===== src/rtl/cla_pkg.sv =====
// cla_pkg: shared definitions for the pipelined carry-lookahead adder.
// Provides default sizing, the stage-count helper (returns 0 when WIDTH is
// not a multiple of BLOCK so the top can refuse to elaborate), and the
// per-stage control payload that travels alongside the skewed data.
package cla_pkg;
   localparam int WIDTH_DEF = 64;
   localparam int BLOCK_DEF = 16;
   function automatic int stage_count(input int width, input int block);
      return (block > 0 && width > 0 && width % block == 0) ? width / block : 0;
   endfunction
   // carry is the carry out of the slice this stage resolved; c_msb is the
   // carry into that slice's top bit, only meaningful in the last stage.
   typedef struct packed {
      logic valid;
      logic sub;
      logic sat;
      logic carry;
      logic c_msb;
   } stage_ctrl_t;
endpackage


===== src/rtl/cla_block.sv =====
// cla_block: combinational BLOCK-bit carry-lookahead group.
// Ports: a, b   - slice operands (b already inverted for subtract)
//        ci     - carry into the group
//        s      - slice sum
//        co     - carry out of the group
//        c_msb  - carry into the group's most significant bit
module cla_block
   import cla_pkg::*;
#(
   parameter int BLOCK = BLOCK_DEF
) (
   input  logic [BLOCK-1:0] a,
   input  logic [BLOCK-1:0] b,
   input  logic             ci,
   output logic [BLOCK-1:0] s,
   output logic             co,
   output logic             c_msb
);
   logic [BLOCK-1:0] g;
   logic [BLOCK-1:0] p;
   logic [BLOCK:0]   c;
   logic             gg;
   logic             pp;
   // Each carry is the prefix group-generate of bits [i:0] plus the prefix
   // group-propagate of the same bits applied to ci, so no carry depends on
   // a neighbouring carry.
   always_comb begin
      g = a & b;
      p = a ^ b;
      gg = 1'b0;
      pp = 1'b1;
      c = '0;
      c[0] = ci;
      for (int i = 0; i < BLOCK; i++) begin
         gg = g[i] | (p[i] & gg);
         pp = p[i] & pp;
         c[i+1] = gg | (pp & ci);
      end
   end
   assign s     = p ^ c[BLOCK-1:0];
   assign co    = c[BLOCK];
   assign c_msb = c[BLOCK-1];
endmodule


===== src/rtl/pipelined_cla_adder.sv =====
// pipelined_cla_adder: WIDTH-bit add/subtract, one BLOCK-bit lookahead group
// per pipeline stage, valid/ready on both sides, latency WIDTH/BLOCK cycles.
// Ports: clk, rst (async, active-high)
//        in_valid/in_ready, a, b, cin (add only), sub  - operand beat
//        out_valid/out_ready, sum, cout, overflow      - result beat
//        sat - only with PIPE_CLA_SAT_EN: clamp to signed max/min on overflow
module pipelined_cla_adder
   import cla_pkg::*;
#(
   parameter int WIDTH = WIDTH_DEF,
   parameter int BLOCK = BLOCK_DEF
) (
   input  logic             clk,
   input  logic             rst,
   input  logic             in_valid,
   output logic             in_ready,
   input  logic [WIDTH-1:0] a,
   input  logic [WIDTH-1:0] b,
   input  logic             cin,
   input  logic             sub,
`ifdef PIPE_CLA_SAT_EN
   input  logic             sat,
`endif
   output logic             out_valid,
   input  logic             out_ready,
   output logic [WIDTH-1:0] sum,
   output logic             cout,
   output logic             overflow
);
   localparam int STAGES = stage_count(WIDTH, BLOCK);
   localparam int LAST   = STAGES - 1;

   if (STAGES == 0) begin : g_bad_cfg
      $error("pipelined_cla_adder: WIDTH must be a positive multiple of BLOCK");
   end

   stage_ctrl_t      ctrl_q [STAGES];
   stage_ctrl_t      ctrl_d [STAGES];
   logic [WIDTH-1:0] a_q    [STAGES];
   logic [WIDTH-1:0] a_d    [STAGES];
   logic [WIDTH-1:0] b_q    [STAGES];
   logic [WIDTH-1:0] b_d    [STAGES];
   logic [WIDTH-1:0] s_q    [STAGES];
   logic [WIDTH-1:0] s_d    [STAGES];
   logic [BLOCK-1:0] blk_a  [STAGES];
   logic [BLOCK-1:0] blk_b  [STAGES];
   logic [BLOCK-1:0] blk_s  [STAGES];
   logic             blk_ci [STAGES];
   logic             blk_co [STAGES];
   logic             blk_cm [STAGES];
   logic [WIDTH-1:0] b_eff;
   logic             cin_eff;
   logic             sat_in;
   logic             stall;

   // Subtraction is A + ~B + 1; cin is ignored in that mode.
   assign b_eff   = sub ? ~b : b;
   assign cin_eff = sub | cin;
`ifdef PIPE_CLA_SAT_EN
   assign sat_in  = sat;
`else
   assign sat_in  = 1'b0;
`endif

   assign out_valid = ctrl_q[LAST].valid;
   assign stall     = out_valid && !out_ready;
   assign in_ready  = !stall;

   for (genvar k = 0; k < STAGES; k++) begin : g_stage
      if (k == 0) begin : g_first
         assign blk_a[k]  = a[BLOCK-1:0];
         assign blk_b[k]  = b_eff[BLOCK-1:0];
         assign blk_ci[k] = cin_eff;
      end else begin : g_next
         assign blk_a[k]  = a_q[k-1][k*BLOCK +: BLOCK];
         assign blk_b[k]  = b_q[k-1][k*BLOCK +: BLOCK];
         assign blk_ci[k] = ctrl_q[k-1].carry;
      end
      cla_block #(.BLOCK(BLOCK)) u_blk (
         .a     (blk_a[k]),
         .b     (blk_b[k]),
         .ci    (blk_ci[k]),
         .s     (blk_s[k]),
         .co    (blk_co[k]),
         .c_msb (blk_cm[k])
      );
   end

   // Global stall: every stage holds; otherwise each stage takes the one
   // above it and fills in its own sum slice.
   always_comb begin
      for (int k = 0; k < STAGES; k++) begin
         ctrl_d[k] = ctrl_q[k];
         a_d[k]    = a_q[k];
         b_d[k]    = b_q[k];
         s_d[k]    = s_q[k];
      end
      if (!stall) begin
         ctrl_d[0] = '{valid: in_valid, sub: sub, sat: sat_in, carry: blk_co[0], c_msb: blk_cm[0]};
         a_d[0]    = a;
         b_d[0]    = b_eff;
         s_d[0]    = '0;
         s_d[0][BLOCK-1:0] = blk_s[0];
         for (int k = 1; k < STAGES; k++) begin
            ctrl_d[k]       = ctrl_q[k-1];
            ctrl_d[k].carry = blk_co[k];
            ctrl_d[k].c_msb = blk_cm[k];
            a_d[k]          = a_q[k-1];
            b_d[k]          = b_q[k-1];
            s_d[k]          = s_q[k-1];
            s_d[k][k*BLOCK +: BLOCK] = blk_s[k];
         end
      end
   end

   always_ff @(posedge clk or posedge rst) begin
      if (rst) begin
         for (int k = 0; k < STAGES; k++) begin
            ctrl_q[k] <= '0;
            a_q[k]    <= '0;
            b_q[k]    <= '0;
            s_q[k]    <= '0;
         end
      end else begin
         for (int k = 0; k < STAGES; k++) begin
            ctrl_q[k] <= ctrl_d[k];
            a_q[k]    <= a_d[k];
            b_q[k]    <= b_d[k];
            s_q[k]    <= s_d[k];
         end
      end
   end

   assign cout     = ctrl_q[LAST].carry;
   assign overflow = ctrl_q[LAST].carry ^ ctrl_q[LAST].c_msb;

`ifdef PIPE_CLA_SAT_EN
   localparam logic [WIDTH-1:0] SMAX = {1'b0, {(WIDTH-1){1'b1}}};
   localparam logic [WIDTH-1:0] SMIN = {1'b1, {(WIDTH-1){1'b0}}};
   // On overflow the wrapped sign is the inverse of the true sign.
   assign sum = (ctrl_q[LAST].sat && overflow) ? (s_q[LAST][WIDTH-1] ? SMAX : SMIN) : s_q[LAST];
`else
   assign sum = s_q[LAST];
`endif
endmodule


===== config.mk =====
export PLATFORM = sky130hd
export DESIGN_NAME = pipelined_cla_adder
export DESIGN_NICKNAME = d
export VERILOG_FILES = /design/src/rtl/cla_pkg.sv /design/src/rtl/cla_block.sv /design/src/rtl/pipelined_cla_adder.sv
export SDC_FILE = /design/constraint.sdc
export NUM_CORES = 1
export LEC_CHECK = 0
export BUFFER_PORTS_ARGS = -buffer_cell sky130_fd_sc_hd__buf_2
export CAP_MARGIN = 5
export CORE_ASPECT_RATIO = 1.2
export CORE_MARGIN = 2
export CORE_UTILIZATION = 45
export DETAILED_ROUTE_END_ITERATION = 16
export GPL_ROUTABILITY_DRIVEN = 0
export PLACE_DENSITY = 0.74
export SETUP_SLACK_MARGIN = 0.05
export SKIP_LAST_GASP = 1
export SYNTH_ARGS = -nofsm -noshare
export SYNTH_HDL_FRONTEND = slang
export SYNTH_SLANG_ARGS = --single-unit

===== constraint.sdc =====
create_clock -name clk -period 13.1 [get_ports clk]
set_clock_uncertainty 0.05 [all_clocks]
set_input_delay 2.62 -clock clk [delete_from_list [all_inputs] [get_ports clk]]
set_output_delay 2.62 -clock clk [all_outputs]
set_load 0.005 [all_outputs]

==> impl_metrics.py, run 1 <==
metrics = {
    "floorplanning": {
        "die_area_um2": 39600,
        "core_um2": 37700,
        "start_util": 0.454,
        "io_pins": 202,
        "fp-row-count": 78,
        "dieWidth_um": 182,
        "die_y_um": 218,
    },
    "global_routing": {
        "grt_usage": 0.182,
        "grt_max_degree": 176,
        "antenna_found_initial": 1,
        "overflow": 0,
        "grt_pass1_vias": 12349,
        "grt_pass1_wl_mm": 59.7,
    },
    "clock_network": {
        "htree_levels": 2,
        "clk_transition_reported_paths_ns": 0.06,
        "cts_tree": "yes",
        "cts_buffers": 39,
        "clockBufferDepth": 3,
        "cts.sinks": 361,
        "cts_hold_buf": 0,
        "worstSkewPairLatency_ns": 0.54,
        "cts_resized": 0,
        "cts-root-buf": "clkbuf_16",
        "postCtsSetupBuffers": 0,
    },
    "finish": {
        "fin_nets": 2225,
        "mostFrequentLayoutCell": "nand2_1",
        "layout-drive-gt1-share": 0.140,
        "area_delta_synth_final_pct": 13.2,
        "post-route-util": 0.514,
        "fillers": 3519,
        "final_cell_mix": "nand2_1 (836), dfrtp_1 (361), buf_2 (200), o21ai_0 (96), xnor2_1 (81)",
    },
    "critical_path": {
        "end_kind": "primary output",
        "critical_path_required_ns": 10.43,
        "crit_type": "input pin to primary output",
        "critPathLaunchType": "input pin",
        "path_max_fanout": 137,
        "arrival_ns": 3.65,
    },
    "power_and_ir_drop": {
        "switchingPower_w": 0.00177,
        "p_leak_nw": 9.80,
        "swShare": 0.364,
        "vdd_drop_max_uv": 169,
        "p_int_w": 0.00310,
        "finalPower_w": 0.00487,
        "power.combinational.fraction": 0.372,
        "pwr-share-seq": 0.389,
        "clockPowerShare": 0.239,
        "power_density_nw_per_um2": 252,
    },
    "routing": {
        "viasPerCell": 4.98,
        "drc_errors": 0,
        "wl_per_cell_um": 13.9,
        "drtIter0Drc": 842,
        "antenna_left": 0,
        "firstDrtPassIters": 8,
        "num_vias": 12592,
        "drt-total-wl_mm": 35.0,
    },
    "logic_synthesis": {
        "ys_ff_latch": 361,
        "synth_edf_count": 0,
        "synth_cells": 1927,
        "syn_area_um2": 17100,
        "yosys_warnings": 0,
        "syn-num-nets": 2129,
        "ys.flop_type": "dfrtp_1",
        "avgSynthCellArea_um2": 8.87,
        "async_reset_ff_frac": 1.00,
        "ys_seq_area_frac": 0.528,
        "synth.distinct_cells": 57,
    },
    "timing": {
        "fmaxAchievable_mhz": 158,
        "rsz0062_at_grt": "no",
        "setup_viol": 0,
        "hold_viol_final": 0,
        "slew_headroom": 0.339,
        "finalSetupTns_ns": 0,
        "worst_pin_slew_ns": 0.992,
        "period_needed_ns": 6.32,
        "report.final.slew_viol_count": 0,
        "hold_ws_ns": 0.406,
        "finalCritPeriodShare": 0.482,
    },
    "hold_path": {
        "min_path_type": "register to register",
    },
    "status": {
        "status": "finished, final reports clean",
    },
    "place": {
        "hpwl_mm": 23.7,
        "io_buffers": 201,
    },
    "flow_run": {
        "cap_violations": 0,
    },
}
[critical path, stage by stage]
cell and delay [ns]:
buf_2 0.10, nor2b_4 0.05, inv_8 0.47, buf_2 0.24
[path summary, 6_finish.rpt]
| check | from | endpoint | slack, ns | depth (start not counted) |
|---|---|---|---|---|
| max | out_ready | in_ready | 6.78 | 4 |
| max in group asynchronous | rst | a_q[178] | 9.34 | 3 |
| max reg2reg | out_valid | b_q[239] | 9.45 | 5 |
| min reg2reg | sum[17] | sum[17] | 0.41 | 2 |
| min | sum[17] | sum[17] | 0.41 | 2 |
| min in group asynchronous | rst | b_q[219] | 2.15 | 2 |
[layer usage]
metal / up-vias / track usage / share of wire
li1: 6379 / - / -
met3: 63 / 0.0277 / 0.038
met2: 232 / 0.309 / 0.48
met1: 5918 / 0.240 / 0.45
met4: 0 / 0.0573 / 0.027
met5: - / 0 / 0
[stage by stage]
stage / instance area [um^2] / instances / worst slack (ns)
floorplan: 17100 / 1927 / 0.411
detailed placement: 18000 / 2462 / 6.83
finish: 19400 / 2529 / 6.78
global route: 19400 / 2528 / 6.73
CTS: 19400 / 2528 / 6.83
global placement: 18000 / 2462 / 6.83
[cells by family after synthesis]
group / count (synthesis) / synth area share
compound gates: 247 / 0.0878
xor+xnor: 108 / 0.0553
fa+ha+maj: 68 / 0.0515
buf+inv: 174 / 0.0524
flops: 361 / 0.528
mux: 2 / 0.00146
simple gates: 967 / 0.223
[area by class of cell]
| type | count | area, um^2 | area share |
|---|---|---|---|
| antenna | 1 | 2.50 | 0.000129 |
| clock inverter | 16 | 285 | 0.0147 |
| clock buffer | 50 | 1080 | 0.0557 |
| multi-input combinational | 1392 | 7180 | 0.371 |
| sequential | 361 | 9030 | 0.467 |
| inverter | 19 | 86.3 | 0.00446 |
| timing repair buffer | 210 | 1090 | 0.0562 |
| tap | 480 | 601 | 0.0310 |
[synthesized netlist by cell type, types with 2 or more instances]
master     count  area share
a211oi_1       6      0.0026
a21o_1        14      0.0061
a21oi_1       61       0.018
a221o_1        2      0.0012
a2bb2oi_1      2      0.0010
a311oi_1       4      0.0020
a31o_2         3      0.0015
a31oi_1       11      0.0040
and2_1         4      0.0015
and3_1         4      0.0015
buf_1         11      0.0024
buf_2          2     0.00059
buf_4         64       0.028
clkbuf_1      78       0.017
dfrtp_1      361        0.53
fa_1           4      0.0047
ha_1          64       0.047
inv_1         18      0.0040
nand2_1      836        0.18
nand2b_1       8      0.0029
nand3_1       16      0.0047
nand3b_1       6      0.0026
nand4_1        9      0.0033
nor2_1        52       0.011
nor2b_1        2     0.00073
nor3_1         7      0.0020
nor3b_1        3      0.0013
nor4_1         5      0.0018
o211a_1        3      0.0018
o211ai_1       9      0.0040
o21a_1         4      0.0018
o21ai_0       96       0.028
o21bai_1       4      0.0018
o22ai_1        2     0.00073
o311ai_0       2      0.0010
o31a_1         3      0.0015
o31ai_1       11      0.0048
or2_2          6      0.0022
or3_1          5      0.0018
or4_1          2     0.00088
xnor2_1       81       0.041
xor2_1        27       0.014
[state kept, by name, summed over array words and instances (netlist names)]
register,cells
cout,1
a_q,96
s_q,96
blk_ci,3
sum,64
ctrl_q,4
out_valid,1
b_q,96
[power by group through the flow]
stage,clock (W),combinational (W),sequential [W]
floorplan,0,0.00152,0.00183
global placement,0,0.00175,0.00190
detailed placement,0,0.00181,0.00191
CTS,0.00120,0.00183,0.00190
global route,0.00124,0.00209,0.00196
finish,0.00117,0.00181,0.00189
No activity file was read; power rests on OpenSTA's default activity.
==> run 2, diff against run 1 <==
--- a/config.mk
+++ b/config.mk
@@ -5,6 +5,7 @@
 export SDC_FILE = /design/constraint.sdc
 export NUM_CORES = 1
 export LEC_CHECK = 0
+export ABC_AREA = 1
 export BUFFER_PORTS_ARGS = -buffer_cell sky130_fd_sc_hd__buf_2
 export CAP_MARGIN = 5
 export CORE_ASPECT_RATIO = 1.2
==> constraint.sdc (replaced) <==
create_clock -name clk -period 5.3 [get_ports clk]
set_clock_uncertainty 0.05 [all_clocks]
set_input_delay 1.06 -clock clk [delete_from_list [all_inputs] [get_ports clk]]
set_output_delay 1.06 -clock clk [all_outputs]
set_load 0.005 [all_outputs]
==> run 2 against run 1 <==
Against the previous run: critical endpoint unchanged; clock-buffer cell count grew 3; sequential cell count unchanged; power rose by 130%; critical path depth is the same; combinational power up 120%; final cell count up 0.71%; non-clock buffer count up 1; synthesized cell count is 0.83% higher; final area fell by 1.4%; core utilization increased by 0.18 points.
==> impl_metrics.py, run 2 <==
metrics = {
    "status": {
        "status": "finished, final reports clean",
    },
    "critical_path": {
        "arrival_ns": 1.92,
        "crit_type": "input pin to primary output",
        "critPathTopFamily": "buffers and inverters",
        "critical_path_required_ns": 4.19,
        "crit_slowest_cell": "inv_8",
        "max_stage_delay_ns": 0.47,
        "path_cells": "buf_2, nor2_4, inv_8, buf_2",
        "worst-path-buf-inv": 3,
        "end_kind": "primary output",
        "critPathLaunchType": "input pin",
        "cp_common_cell": "buf_2",
        "path_max_fanout": 136,
    },
    "logic_synthesis": {
        "ys_ff_latch": 361,
        "synth_xor_area_frac": 0.0435,
        "synth_mux_area_frac": 0,
        "yosys.area.top_type_share": 0.534,
        "ys.flop_type": "dfrtp_1",
        "synth-adder-area-share": 0.0521,
        "syn-num-nets": 2145,
        "syn_area_um2": 16900,
        "synth_area_leaders": "dfrtp_1 (53%), nand2_1 (18%), ha_1 (4.7%)",
        "avgSynthCellArea_um2": 8.70,
        "yosys.area_share.simple": 0.226,
        "synth_top_family_by_area": "simple AND/OR/NAND/NOR gates",
        "synth_edf_count": 0,
        "yosys_warnings": 0,
        "yosysMostFrequentCell": "nand2_1",
        "synth_cells": 1943,
        "synth.distinct_cells": 39,
        "ys_seq_area_frac": 0.534,
        "synth_compound_area_frac": 0.0693,
        "yosys-top-cells-count": "nand2_1 (800), dfrtp_1 (361), o21ai_0 (156), inv_1 (101)",
        "synth_largest_area_cell": "dfrtp_1",
        "async_reset_ff_frac": 1.00,
    },
    "clock_network": {
        "worstSkewPairLatency_ns": 0.53,
        "clockBufferDepth": 3,
        "cts.sinks": 361,
        "cts_resized": 0,
        "cts-root-buf": "clkbuf_16",
        "cts_buffers": 39,
        "cts_tree": "yes",
        "postCtsSetupBuffers": 0,
        "cts_hold_buf": 0,
        "clk_transition_reported_paths_ns": 0.06,
        "htree_levels": 2,
    },
    "finish": {
        "area_delta_synth_final_pct": 12.8,
        "largestRegisters": "a_q: 96 flops, b_q: 96 flops, s_q: 96 flops",
        "fillers": 3447,
        "fin_nets": 2247,
        "stdcell_count": 2547,
        "layout-drive-gt1-share": 0.161,
        "final_cell_mix": "nand2_1 (800), dfrtp_1 (361), buf_2 (200), o21ai_0 (156), inv_1 (100)",
        "multi_input_comb_area_um2": 6610,
        "post-route-util": 0.516,
        "ff_latch_area_um2": 9030,
        "mostFrequentLayoutCell": "nand2_1",
    },
    "global_routing": {
        "grt_pass1_wl_mm": 58.7,
        "antenna_found_initial": 4,
        "grt_usage": 0.180,
        "overflow": 0,
        "grt_pass1_vias": 12276,
        "grt_max_degree": 228,
    },
    "floorplanning": {
        "die_area_um2": 39100,
        "io_pins": 202,
        "start_util": 0.457,
        "die_y_um": 216,
        "dieWidth_um": 181,
        "core_um2": 37000,
        "fp-row-count": 77,
    },
    "timing": {
        "fmaxAchievable_mhz": 330,
        "hold_ws_ns": 0.415,
        "rsz0062_at_grt": "no",
        "hold_viol_final": 0,
        "setup_viol": 0,
        "report.final.slew_viol_count": 0,
        "period_needed_ns": 3.03,
        "worst_pin_slew_ns": 0.959,
        "finalCritPeriodShare": 0.572,
        "slew_headroom": 0.361,
    },
    "routing": {
        "wl_per_cell_um": 13.5,
        "drc_errors": 0,
        "drtIter0Drc": 843,
        "antenna_left": 0,
        "viasPerCell": 4.84,
        "firstDrtPassIters": 5,
        "num_vias": 12321,
        "drt-total-wl_mm": 34.4,
    },
    "place": {
        "io_buffers": 201,
        "hpwl_mm": 22.7,
        "dp_cells": 2478,
    },
    "hold_path": {
        "min_path_type": "register to register",
    },
    "flow_run": {
        "cap_violations": 0,
    },
    "power_and_ir_drop": {
        "vdd_drop_max_uv": 297,
        "p_leak_nw": 9.98,
        "power_density_nw_per_um2": 594,
    },
}
run 2: cell types whose count changed in the layout (fill, tap and decap cells not counted), sizes merged, moves of 10 or more:
cell and delta:
nand2 +11, xnor2 -20, inv +86, o21ai +62
a21oi -24, a21o -13, nand3 +10
run 2: final timing paths:
check,from,slack [ns],cells past startpoint,to
max,out_ready,2.27,4,in_ready
min,a_q[235],0.41,2,a_q[171]
max reg2reg,out_valid,2.62,6,s_q[99]
min reg2reg,a_q[235],0.41,2,a_q[171]
max in group asynchronous,rst,3.42,3,s_q[198]
min in group asynchronous,rst,0.63,2,sum[34]
run 2: area by class of cell:
class	count	share of cell area
clock inverter	12	0.00826
tap	474	0.0311
inverter	107	0.0216
antenna	4	0.000525
clock buffer	53	0.0577
timing repair buffer	211	0.0607
multi-input combinational	1325	0.347
sequential	361	0.474
run 2: logic make-up (layout without fill, tap and decap cells):
kind of cell | count (synthesis) | after routing
XOR/XNOR | 84 | 84
AO/OA/AOI/OAI | 219 | 219
flip-flops | 361 | 361
adder cells (fa/ha/maj) | 68 | 68
buffers and inverters | 257 | 383
AND/OR/NAND/NOR | 954 | 954
other | 0 | 4
run 2: where the power goes:
group / switching, W / leakage [nW] / total (W) / internal [W]
clock: 0.00107 / 0.620 / 0.00267 / 0.00160
sequential: 0.000668 / 4.36 / 0.00466 / 0.00399
combinational: 0.00243 / 4.99 / 0.00401 / 0.00157
total: 0.00417 / 9.98 / 0.0113 / 0.00717
run 2: stage by stage:
step	worst slack, ns	TNS (ns)	cell area (um^2)	power (W)
2_1_floorplan	-0.650	-234.75	16900	0.00788
3_3_place_gp	1.98	0	17800	0.00854
3_5_place_dp	1.97	0	17800	0.00873
4_1_cts	2.20	0	19100	0.0115
5_1_grt	2.17	0	19100	0.0123
6_report	2.27	0	19100	0.0113
run 2: worst register-to-register path: cells and delay by family, from the launching register on:
family	cells	cell delay (ns)
AOI/OAI and AO/OA	1	0.20
buffers and inverters	3	1.42
DFF	1	0.34
and+or+nand+nor	2	0.56
run 2: layer usage:
| layer | global-route usage | routed length (um) | up-vias |
|---|---|---|---|
| met2 | 0.296 | 16300 | 241 |
| met4 | 0.0851 | 1530 | 0 |
| li1 | - | - | 6238 |
| met3 | 0.0264 | 1200 | 87 |
| met1 | 0.235 | 15300 | 5755 |
| met5 | 0 | 0 | - |
